$ cat config.mk
export PLATFORM = sky130hd
export DESIGN_NAME = filter_peak_detector
export DESIGN_NICKNAME = d
export VERILOG_FILES = /design/src/rtl/filter_pkg.sv /design/src/rtl/pd_timestamp.sv /design/src/rtl/filter_peak_detector.sv
export SDC_FILE = /design/constraint.sdc
export NUM_CORES = 1
export LEC_CHECK = 0
export ABC_AREA = 1
export CAP_MARGIN = 10
export CORE_ASPECT_RATIO = 1.2
export CORE_MARGIN = 1.5
export CORE_UTILIZATION = 46
export CTS_BUF_LIST = sky130_fd_sc_hd__clkbuf_4 sky130_fd_sc_hd__clkbuf_8
export DETAILED_ROUTE_END_ITERATION = 7
export HOLD_SLACK_MARGIN = 0.03
export PLACE_DENSITY = 0.71
export SKIP_CTS_REPAIR_TIMING = 1
export SLEW_MARGIN = 25
export SYNTH_ARGS = -nofsm -noshare
export SYNTH_HDL_FRONTEND = slang
export SYNTH_SLANG_ARGS = --single-unit
$ cat constraint.sdc
create_clock -name clk -period 3 [get_ports clk]
set_clock_uncertainty 0.2 [all_clocks]
set_input_delay 0.6 -clock clk [delete_from_list [all_inputs] [get_ports clk]]
set_output_delay 0.6 -clock clk [all_outputs]
set_load 0.01 [all_outputs]
$ cat src/rtl/filter_pkg.sv
// -----------------------------------------------------------------------------
// filter_pkg
// Shared definitions for the shaping-filter datapath and its downstream
// peak detector: sample widths, the filter output sample type and the
// peak-detector state encoding.
// -----------------------------------------------------------------------------
package filter_pkg;

   localparam int SIZE_ADC_DATA    = 14;
   localparam int SIZE_FILTER_DATA = 16;
   // The shaping filter grows the sample by four guard bits.
   localparam int FILTER_OUT_W     = SIZE_FILTER_DATA + 4;

   typedef logic signed [FILTER_OUT_W-1:0] filter_sample_t;

   typedef enum logic [1:0] {
      IDLE = 2'd0,
      RISE = 2'd1,
      EMIT = 2'd2,
      DEAD = 2'd3
   } pd_state_t;

endpackage

$ cat src/rtl/pd_timestamp.sv
// -----------------------------------------------------------------------------
// pd_timestamp
// Free-running timestamp counter, +1 every clock, silently wrapping modulo
// 2^TS_W. Kept separate so several detector channels can share one time base.
// Ports:
//   clk   - system clock
//   rst_n - asynchronous active-low reset, clears the count
//   ts    - current timestamp
// -----------------------------------------------------------------------------
module pd_timestamp #(
   parameter int TS_W = 32
) (
   input  logic            clk,
   input  logic            rst_n,
   output logic [TS_W-1:0] ts
);

   // Wrapping timestamp counter.
   always_ff @(posedge clk or negedge rst_n) begin
      if (!rst_n) begin
         ts <= {TS_W{1'b0}};
      end else begin
         ts <= ts + {{(TS_W-1){1'b0}}, 1'b1};
      end
   end

endmodule

$ cat src/rtl/filter_peak_detector.sv
// -----------------------------------------------------------------------------
// filter_peak_detector
// Finds pulses in the signed filter stream that rise strictly above a
// threshold, reports the peak amplitude and its timestamp through a one-cycle
// strobe, then holds off for a programmable dead time. Crossings seen during
// the dead time flag pile-up on the next event; pulses longer than MAX_WIDTH
// samples are cut short and flagged overlong.
// Ports:
//   clk            - system clock
//   reset          - asynchronous active-low reset
//   filter_data    - signed filter sample, one per clock
//   threshold      - signed trigger level (quasi-static)
//   dead_time      - hold-off cycles after each event (quasi-static)
//   peak_valid     - one-cycle strobe for a completed event
//   peak_amplitude - maximum sample of the event (held until next event)
//   peak_time      - timestamp of the first maximum sample (held)
//   pileup         - event preceded by a crossing in the previous dead time
//   overlong       - event aborted at MAX_WIDTH samples
//   busy           - detector is not idle
// -----------------------------------------------------------------------------
module filter_peak_detector
   import filter_pkg::*;
#(
   parameter int DATA_W    = FILTER_OUT_W,
   parameter int TS_W      = 32,
   parameter int DT_W      = 8,
   parameter int MAX_WIDTH = 255
) (
   input  logic                     clk,
   input  logic                     reset,
   input  logic signed [DATA_W-1:0] filter_data,
   input  logic signed [DATA_W-1:0] threshold,
   input  logic        [DT_W-1:0]   dead_time,
   output logic                     peak_valid,
   output logic signed [DATA_W-1:0] peak_amplitude,
   output logic        [TS_W-1:0]   peak_time,
   output logic                     pileup,
   output logic                     overlong,
   output logic                     busy
);

   localparam int                WC_W     = $clog2(MAX_WIDTH + 1);
   localparam logic [WC_W-1:0]   WC_ONE   = {{(WC_W-1){1'b0}}, 1'b1};
   localparam logic [WC_W-1:0]   WC_LIMIT = WC_W'(MAX_WIDTH);
   localparam logic [DT_W-1:0]   DT_ONE   = {{(DT_W-1){1'b0}}, 1'b1};
   localparam logic [DT_W-1:0]   DT_ZERO  = {DT_W{1'b0}};

   pd_state_t                 state_r;
   pd_state_t                 next_state_s;
   logic signed [DATA_W-1:0]  max_r;
   logic        [TS_W-1:0]    max_ts_r;
   logic        [WC_W-1:0]    width_r;
   logic        [DT_W-1:0]    dt_r;
   logic                      pend_pile_r;
   logic                      over_pend_r;
   logic signed [DATA_W-1:0]  prev_r;
   logic        [TS_W-1:0]    ts_s;

   logic                      above_s;
   logic                      prev_above_s;
   logic                      new_max_s;
   logic                      over_hit_s;
   logic                      valid_nxt_s;
   logic                      busy_nxt_s;
   logic                      capture_s;
   logic signed [DATA_W-1:0]  cand_amp_s;
   logic        [TS_W-1:0]    cand_ts_s;

   pd_timestamp #(.TS_W(TS_W)) u_ts (
      .clk   (clk),
      .rst_n (reset),
      .ts    (ts_s)
   );

   // Strict signed comparisons: equality with the threshold or with the
   // running maximum never counts, so a flat top keeps its earliest sample.
   assign above_s      = $signed(filter_data) > $signed(threshold);
   assign prev_above_s = $signed(prev_r) > $signed(threshold);
   assign new_max_s    = $signed(filter_data) > $signed(max_r);
   assign over_hit_s   = above_s && (width_r == WC_LIMIT);

   // State register.
   always_ff @(posedge clk or negedge reset) begin
      if (!reset) begin
         state_r <= IDLE;
      end else begin
         state_r <= next_state_s;
      end
   end

   // Next-state logic.
   always_comb begin
      next_state_s = state_r;
      case (state_r)
         IDLE: begin
            if (above_s) next_state_s = RISE;
            else         next_state_s = IDLE;
         end
         RISE: begin
            if (!above_s || over_hit_s) next_state_s = EMIT;
            else                        next_state_s = RISE;
         end
         EMIT: begin
            if (dead_time == DT_ZERO) next_state_s = IDLE;
            else                      next_state_s = DEAD;
         end
         DEAD: begin
            // A zero count cannot occur here; treat it as expired.
            if (dt_r <= DT_ONE) next_state_s = IDLE;
            else                next_state_s = DEAD;
         end
         default: next_state_s = IDLE;
      endcase
   end

   // Output decode: registered strobe/busy follow the next state, and the
   // event result is captured on the RISE->EMIT transition including the
   // sample arriving in that same cycle.
   always_comb begin
      valid_nxt_s = (next_state_s == EMIT);
      busy_nxt_s  = (next_state_s != IDLE);
      capture_s   = (state_r == RISE) && (next_state_s == EMIT);
      cand_amp_s  = new_max_s ? filter_data : max_r;
      cand_ts_s   = new_max_s ? ts_s : max_ts_r;
   end

   // Pulse tracking, dead-time bookkeeping and registered outputs.
   always_ff @(posedge clk or negedge reset) begin
      if (!reset) begin
         max_r          <= {DATA_W{1'b0}};
         max_ts_r       <= {TS_W{1'b0}};
         width_r        <= {WC_W{1'b0}};
         dt_r           <= DT_ZERO;
         pend_pile_r    <= 1'b0;
         over_pend_r    <= 1'b0;
         prev_r         <= {DATA_W{1'b0}};
         peak_valid     <= 1'b0;
         busy           <= 1'b0;
         peak_amplitude <= {DATA_W{1'b0}};
         peak_time      <= {TS_W{1'b0}};
         pileup         <= 1'b0;
         overlong       <= 1'b0;
      end else begin
         prev_r     <= filter_data;
         peak_valid <= valid_nxt_s;
         busy       <= busy_nxt_s;
         case (state_r)
            IDLE: begin
               if (above_s) begin
                  max_r    <= filter_data;
                  max_ts_r <= ts_s;
                  width_r  <= WC_ONE;
               end
            end
            RISE: begin
               width_r <= width_r + WC_ONE;
               if (new_max_s) begin
                  max_r    <= filter_data;
                  max_ts_r <= ts_s;
               end
               if (over_hit_s) begin
                  over_pend_r <= 1'b1;
               end
               if (capture_s) begin
                  peak_amplitude <= cand_amp_s;
                  peak_time      <= cand_ts_s;
                  pileup         <= pend_pile_r;
                  overlong       <= over_pend_r | over_hit_s;
               end
            end
            EMIT: begin
               pend_pile_r <= 1'b0;
               over_pend_r <= 1'b0;
               dt_r        <= dead_time;
            end
            DEAD: begin
               dt_r <= dt_r - DT_ONE;
               // Only a fresh rising crossing marks pile-up, not a level.
               if (above_s && !prev_above_s) begin
                  pend_pile_r <= 1'b1;
               end
            end
            default: begin
               dt_r <= DT_ZERO;
            end
         endcase
      end
   end

endmodule

==> results of run 1 <==
-- per-stage QoR --
step / hold slack, ns / TNS (ns) / instance area [um2] / power (mW) / utilization
6_report: 0.291 / 0 / 12500 / 11.7 / 0.574
5_1_grt: 0.323 / 0 / 12500 / 12.7 / 0.574
4_1_cts: -0.0833 / 0 / 12500 / 11.8 / 0.574
3_5_place_dp: 0.272 / -27.71 / 12000 / 9.82 / 0.552
3_3_place_gp: 0.271 / -22.24 / 12000 / 9.65 / 0.552
2_1_floorplan: 0.104 / 0 / 10200 / 7.53 / -
-- logic make-up (layout without fill, tap and decap cells) --
kind of cell,Yosys count,count (layout),synth area share
and+or+nand+nor,681,681,0.305
buffers and inverters,210,367,0.0891
DFF,180,180,0.441
AOI/OAI and AO/OA,107,107,0.0580
adders and majority gates,64,64,0.0783
xor gates and xnor gates,34,34,0.0291
-- cells in the final DEF (no fill, tap or decap), types with 3 or more instances in the layout --
master / n
nand4_1: 17
o21ai_1: 40
bufinv_16: 5
buf_12: 14
nand3_1: 254
nor3_1: 17
clkbuf_8: 19
o211ai_1: 4
inv_2: 3
xor2_1: 33
dfrtp_1: 180
nand2_1: 303
o21bai_1: 3
nor2_1: 47
nand3b_1: 22
buf_4: 60
o21ai_2: 3
o21ai_0: 22
clkdlybuf4s50_1: 104
nand2_2: 3
nand3_2: 3
ha_1: 64
nor2_2: 5
inv_1: 153
a21oi_1: 25
-- sequential cells by signal, indices dropped and copies added, names as in the netlist --
register        count
busy                1
dt_r                8
max_r              20
max_ts_r           32
over_pend_r         1
overlong            1
peak_amplitude     20
peak_time          32
peak_valid          1
pend_pile_r         1
pileup              1
prev_r             20
state_r             2
u_ts.ts            32
width_r             8
-- layer usage --
metal / up-vias / share of wire / global-route usage
met5: - / 0 / 0
met4: 0 / 0.031 / 0.105
met3: 65 / 0.044 / 0.0355
met2: 248 / 0.48 / 0.392
met1: 4283 / 0.44 / 0.304
li1: 4477 / - / -
-- layout make-up --
type                    count  area share
well taps                 274      0.0274
inverters                 156      0.0468
flip-flops and latches    180       0.360
clock buffers              19      0.0209
multi-input cells         886       0.385
clock inverters            12      0.0161
repair buffers            180       0.143
-- path summary, 6_finish.rpt --
kind | start | cells after the start | end
worst max register to register | max_r[7] | 14 | peak_amplitude[5]
worst min-delay path | peak_amplitude[18] | 2 | peak_amplitude[18]
worst max-delay path | filter_data[13] | 15 | max_ts_r[13]
min in group asynchronous | reset | 2 | prev_r[14]
worst min register to register | peak_amplitude[18] | 2 | peak_amplitude[18]
max in group asynchronous | reset | 3 | prev_r[7]
-- power groups by stage --
stage	sequential (mW)	clock, mW	combinational (mW)
after floorplan	3.82	0	3.71
after global placement	3.77	0	5.88
after detailed placement	3.79	0	6.03
after CTS	3.75	1.97	6.06
after global routing	3.85	2.06	6.82
final	3.75	1.94	6.03
-- tightest hold or removal path, cell delays in order, from the launching register on --
cell and delay, ns:
dfrtp_1 0.35, nand2_1 0.06, o21ai_2 0.05
==> metrics.txt, run 1 <==
DP Worst Slack=-0.281 ns; vias per cell=5.32; Clk pwr share=0.165; final net count=between 1500 and 2000; Mapped Nets=roughly 1400; Max VDD drop=0.573 mV; Top FF cell, synth=dfrtp_1; diodes inserted=0; Hold Violations, Final=0; Seq pwr share=0.320; Netlist Area Pre-Place=10200 um2; post-route setup slack=0.259 ns; Critical Path RT=~3.2 ns; CTS tree=done; global-route wire length before repair=approximately 44000 um; CTS Buf Count=17; WL per Instance=between 15 and 20 um; failing checks=DRC; area of the core=21800 um2; CP delay by family, top=simple AND/OR/NAND/NOR gates; Slowest cell on crit path=clkdlybuf4s50_1; crit start category=input port; # setup viols final=0; CP max FO=24; Worst-Skew Late Latency=~0.48 ns; Logic pwr share=0.514; overall routing resource usage=0.235; GR Overflow Total=0; switching power total=4.94 mW; synthesis-stage register bit count=180; Layout Cells excl Fill=1707; row cnt=59; Final ANT Viol Nets=0; Initial Util=0.469; worst relative slew slack=0.554; LEAKAGE=6.26 nW; most frequent CP cell=nand2_1; DR vias=between 9000 and 10000; crit-path max cell delay=0.54 ns; area grow syn2layout=22.3%; maxcap violations=0; yosys warns=0; RSZ-0062 raised after global routing=no; share of the synthesized area in the top cell type=0.441; R2R setup slack=roughly 0.56 ns; Ports=106; DRC errors left=10; CTS Sinks=180; PD cells=937 nW/um2; crit path buf inv count=3; register area=approximately 4500 um2; internal power=6.78 mW; Synth Instances=around 1300; synth cell count leaders=nand2_1 (303), nand3_1 (254), dfrtp_1 (180); Die Wd=between 100 and 150 um; sw frac=0.422; number of fill cells=around 2000; Post-synth EDFFs=0; nature of the critical path endpoint=flop; vias in the first global route=9262; Max Freq=roughly 0.36 GHz; pin count of the biggest net entering global routing=61; crit-path cells=clkdlybuf4s50_1, ha_1, nand2_1, nor2_1, nand2_1, nor2_2, nand2_1, nand3_1, nand2_1, nand2_2, nand2_1, inv_2, buf_12, nand3_1, nand3_1; Synth area leader=dfrtp_1; Routed Wire Length=26000 um; Slew @ Worst Pin=0.670 ns; drt pass-1 iters=8; worst setup path category=in2reg; initial antenna violation count=0; fin. max-slew vios=0; crit path time final=2.74 ns; post-synthesis cell type count=42; final critical-path share of the clock period=0.914; cell with the most instances after synthesis=nand2_1; clk buf depth=2; Die Area=23100 um2; Final Wtd Congestion=0.866; Worst-path clk slew=0.09 ns; CTS root buf=clkbuf_8; Avg Synthesized Cell Area=around 8 um2; PortBufs=105; share of layout cells above drive strength 1=0.0907; Seq/Total Area, Yosys=0.441; outcome=finished, violations left; post-DP HPWL=~18000 um; iteration-0 DRC count of the detailed router=556; total placed cells including tap cells=1675; main area contributors after synthesis=dfrtp_1 (44%), nand3_1 (12%), nand2_1 (11%); Die Span Y=between 150 and 200 um; multi-input logic area=4810 um2; depth of the CTS H-tree=4; arrival time worst endpoint=2.96 ns; asr flop ratio synth=1.00; worst min-delay path class=reg2reg
(Power assumes the default switching activity.)
==> run 2, diff against run 1 <==
--- a/config.mk
+++ b/config.mk
@@ -11,6 +11,7 @@
 export CORE_MARGIN = 1.5
 export CORE_UTILIZATION = 46
 export CTS_BUF_LIST = sky130_fd_sc_hd__clkbuf_4 sky130_fd_sc_hd__clkbuf_8
+export CTS_CLUSTER_SIZE = 8
 export DETAILED_ROUTE_END_ITERATION = 7
 export HOLD_SLACK_MARGIN = 0.03
 export PLACE_DENSITY = 0.71
==> results of run 2 <==
The final DEF is identical to that of run 1; final timing and power are the same.
==> run 3, diff against run 2 <==
--- a/config.mk
+++ b/config.mk
@@ -8,7 +8,6 @@
 export ABC_AREA = 1
 export CAP_MARGIN = 10
 export CORE_ASPECT_RATIO = 1.2
-export CORE_MARGIN = 1.5
 export CORE_UTILIZATION = 46
 export CTS_BUF_LIST = sky130_fd_sc_hd__clkbuf_4 sky130_fd_sc_hd__clkbuf_8
 export CTS_CLUSTER_SIZE = 8
==> metrics.txt, run 3 (synthesis gave the netlist of run 1 again) <==
Max Freq=0.352 GHz; crit path buf inv count=2; worst relative slew slack=0.574; row cnt=59; final critical-path share of the clock period=0.947; Max VDD drop=0.698 mV; most frequent cells in the layout=nand2_1 (303), nand3_1 (254), dfrtp_1 (180); area of the core=21800 um2; Met2 Wirelength=~13000 um; Worst-Skew Late Latency=0.47 ns; overall routing resource usage=0.239; crit path time final=roughly 2.8 ns; DP Worst Slack=-0.278 ns; PortBufs=105; WL per Instance=15.4 um; crit-path cells=clkdlybuf4s50_1, ha_1, nand2_1, nor2_1, nand2_1, nor2_2, buf_4, nand4_1, nand3_2, nand2_2, nand2_1, o21ai_0; CTS Sinks=180; crit-path max cell delay=0.55 ns; crit start category=input port; Seq pwr share=0.328; total power=11.5 mW; Die Span Y=165 um; Critical Path RT=3.13 ns; diodes inserted=0; Logic pwr share=0.526; LEAKAGE=6.22 nW; internal power=6.43 mW; iteration-0 DRC count of the detailed router=672; worst hold margin=about 0.29 ns; arrival time worst endpoint=2.98 ns; # setup viols final=0; dpl cell area=12000 um2; RSZ-0062 raised after global routing=no; pin count of the biggest net entering global routing=66; initial antenna violation count=0; post-route setup slack=0.158 ns; Max Used Layer=met4; Initial Util=0.469; Slowest cell on crit path=clkdlybuf4s50_1; outcome=finished, violations left; CTS root buf=clkbuf_8; global-route wire length before repair=43600 um; Final Wtd Congestion=approximately 0.86; GR Overflow Total=0; commonest non-fill, non-tap cell in the layout=nand2_1; Largest regs=max_ts_r (32), peak_time (32), u_ts.ts (32); most frequent CP cell=nand2_1; clk buf depth=2; worst setup path category=in2reg; number of fill cells=roughly 2000; CP max FO=10; failing checks=DRC; worst min-delay path class=reg2reg; share of layout cells above drive strength 1=0.0907; wire length on met3=1060 um; Die Wd=between 100 and 150 um; fin. max-slew vios=0; multi-input logic area=4810 um2; PD cells=a little over 900 nW/um2; drt pass-1 iters=7; Clk pwr share=0.146; maxcap violations=0; Final ANT Viol Nets=0; area grow syn2layout=21.4%; DRC errors left=25; Design Area, Final=12400 um2; depth of the CTS H-tree=4; Die Area=22800 um2; switching power total=5.03 mW; register area=4500 um2; Slew @ Worst Pin=0.639 ns; final net count=1534; sw frac=0.439; Routed Wire Length=26300 um; DR vias=9079; Hold Violations, Final=0; Ports=106; vias in the first global route=~9000; CTS Buf Count=17; CP delay by family, top=simple AND/OR/NAND/NOR gates; wire length on met1=11800 um; vias per cell=5.32; nature of the critical path endpoint=flop; CTS tree=done; Worst-path clk slew=0.10 ns; post-DP HPWL=18600 um
[run 3: cell types whose count changed in the layout (fill, tap and decap cells not counted)]
cell / previous run / this run
clkinv_2: 2 / 1
inv_8: 0 / 3
clkbuf_8: 19 / 18
clkinvlp_4: 2 / 5
clkinv_4: 1 / 0
bufinv_16: 5 / 1
buf_12: 14 / 13
inv_6: 2 / 4
[run 3: path summary, 6_finish.rpt]
check	from	slack (ns)	to	depth (start not counted)
worst min-delay path	peak_amplitude[18]	0.29	peak_amplitude[18]	2
worst max-delay path	filter_data[13]	0.16	width_r[0]	12
worst min register to register	peak_amplitude[18]	0.29	peak_amplitude[18]	2
worst max register to register	max_r[5]	0.44	peak_time[9]	14
min in group asynchronous	reset	0.41	dt_r[2]	2
max in group asynchronous	reset	1.46	max_r[14]	3
[run 3: per-stage QoR]
stage | instances | TNS, ns | util
after global routing | 1707 | 0 | 0.570
final | 1707 | 0 | 0.570
after detailed placement | 1674 | -27.02 | 0.551
after floorplan | 1276 | 0 | -
after global placement | 1674 | -24.96 | 0.551
after CTS | 1706 | 0 | 0.569
[run 3: cell type report]
cell class | count | area share
Clock buffer | 18 | 0.0200
Clock inverter | 14 | 0.0114
Inverter | 156 | 0.0472
Multi-Input combinational cell | 886 | 0.388
Sequential cell | 180 | 0.363
Tap cell | 274 | 0.0276
Timing Repair Buffer | 179 | 0.143
[run 3: worst min-delay path: stages, from the launching register on]
cell and delay (ns):
dfrtp_1 0.36, nand2_1 0.06, o21ai_2 0.04
[run 3: layer usage]
metal,track usage,vias up
met3,0.0349,46
met2,0.423,209
met1,0.297,4351
met4,0.0955,0
li1,-,4473
met5,0,-
[run 3: power groups by stage]
| stage | combinational [mW] | sequential, mW | clock, mW |
|---|---|---|---|
| after floorplan | 3.71 | 3.82 | 0 |
| after global placement | 5.87 | 3.77 | 0 |
| after detailed placement | 6.03 | 3.79 | 0 |
| after CTS | 6.07 | 3.75 | 1.71 |
| after global routing | 6.75 | 3.85 | 1.81 |
| final | 6.03 | 3.76 | 1.67 |
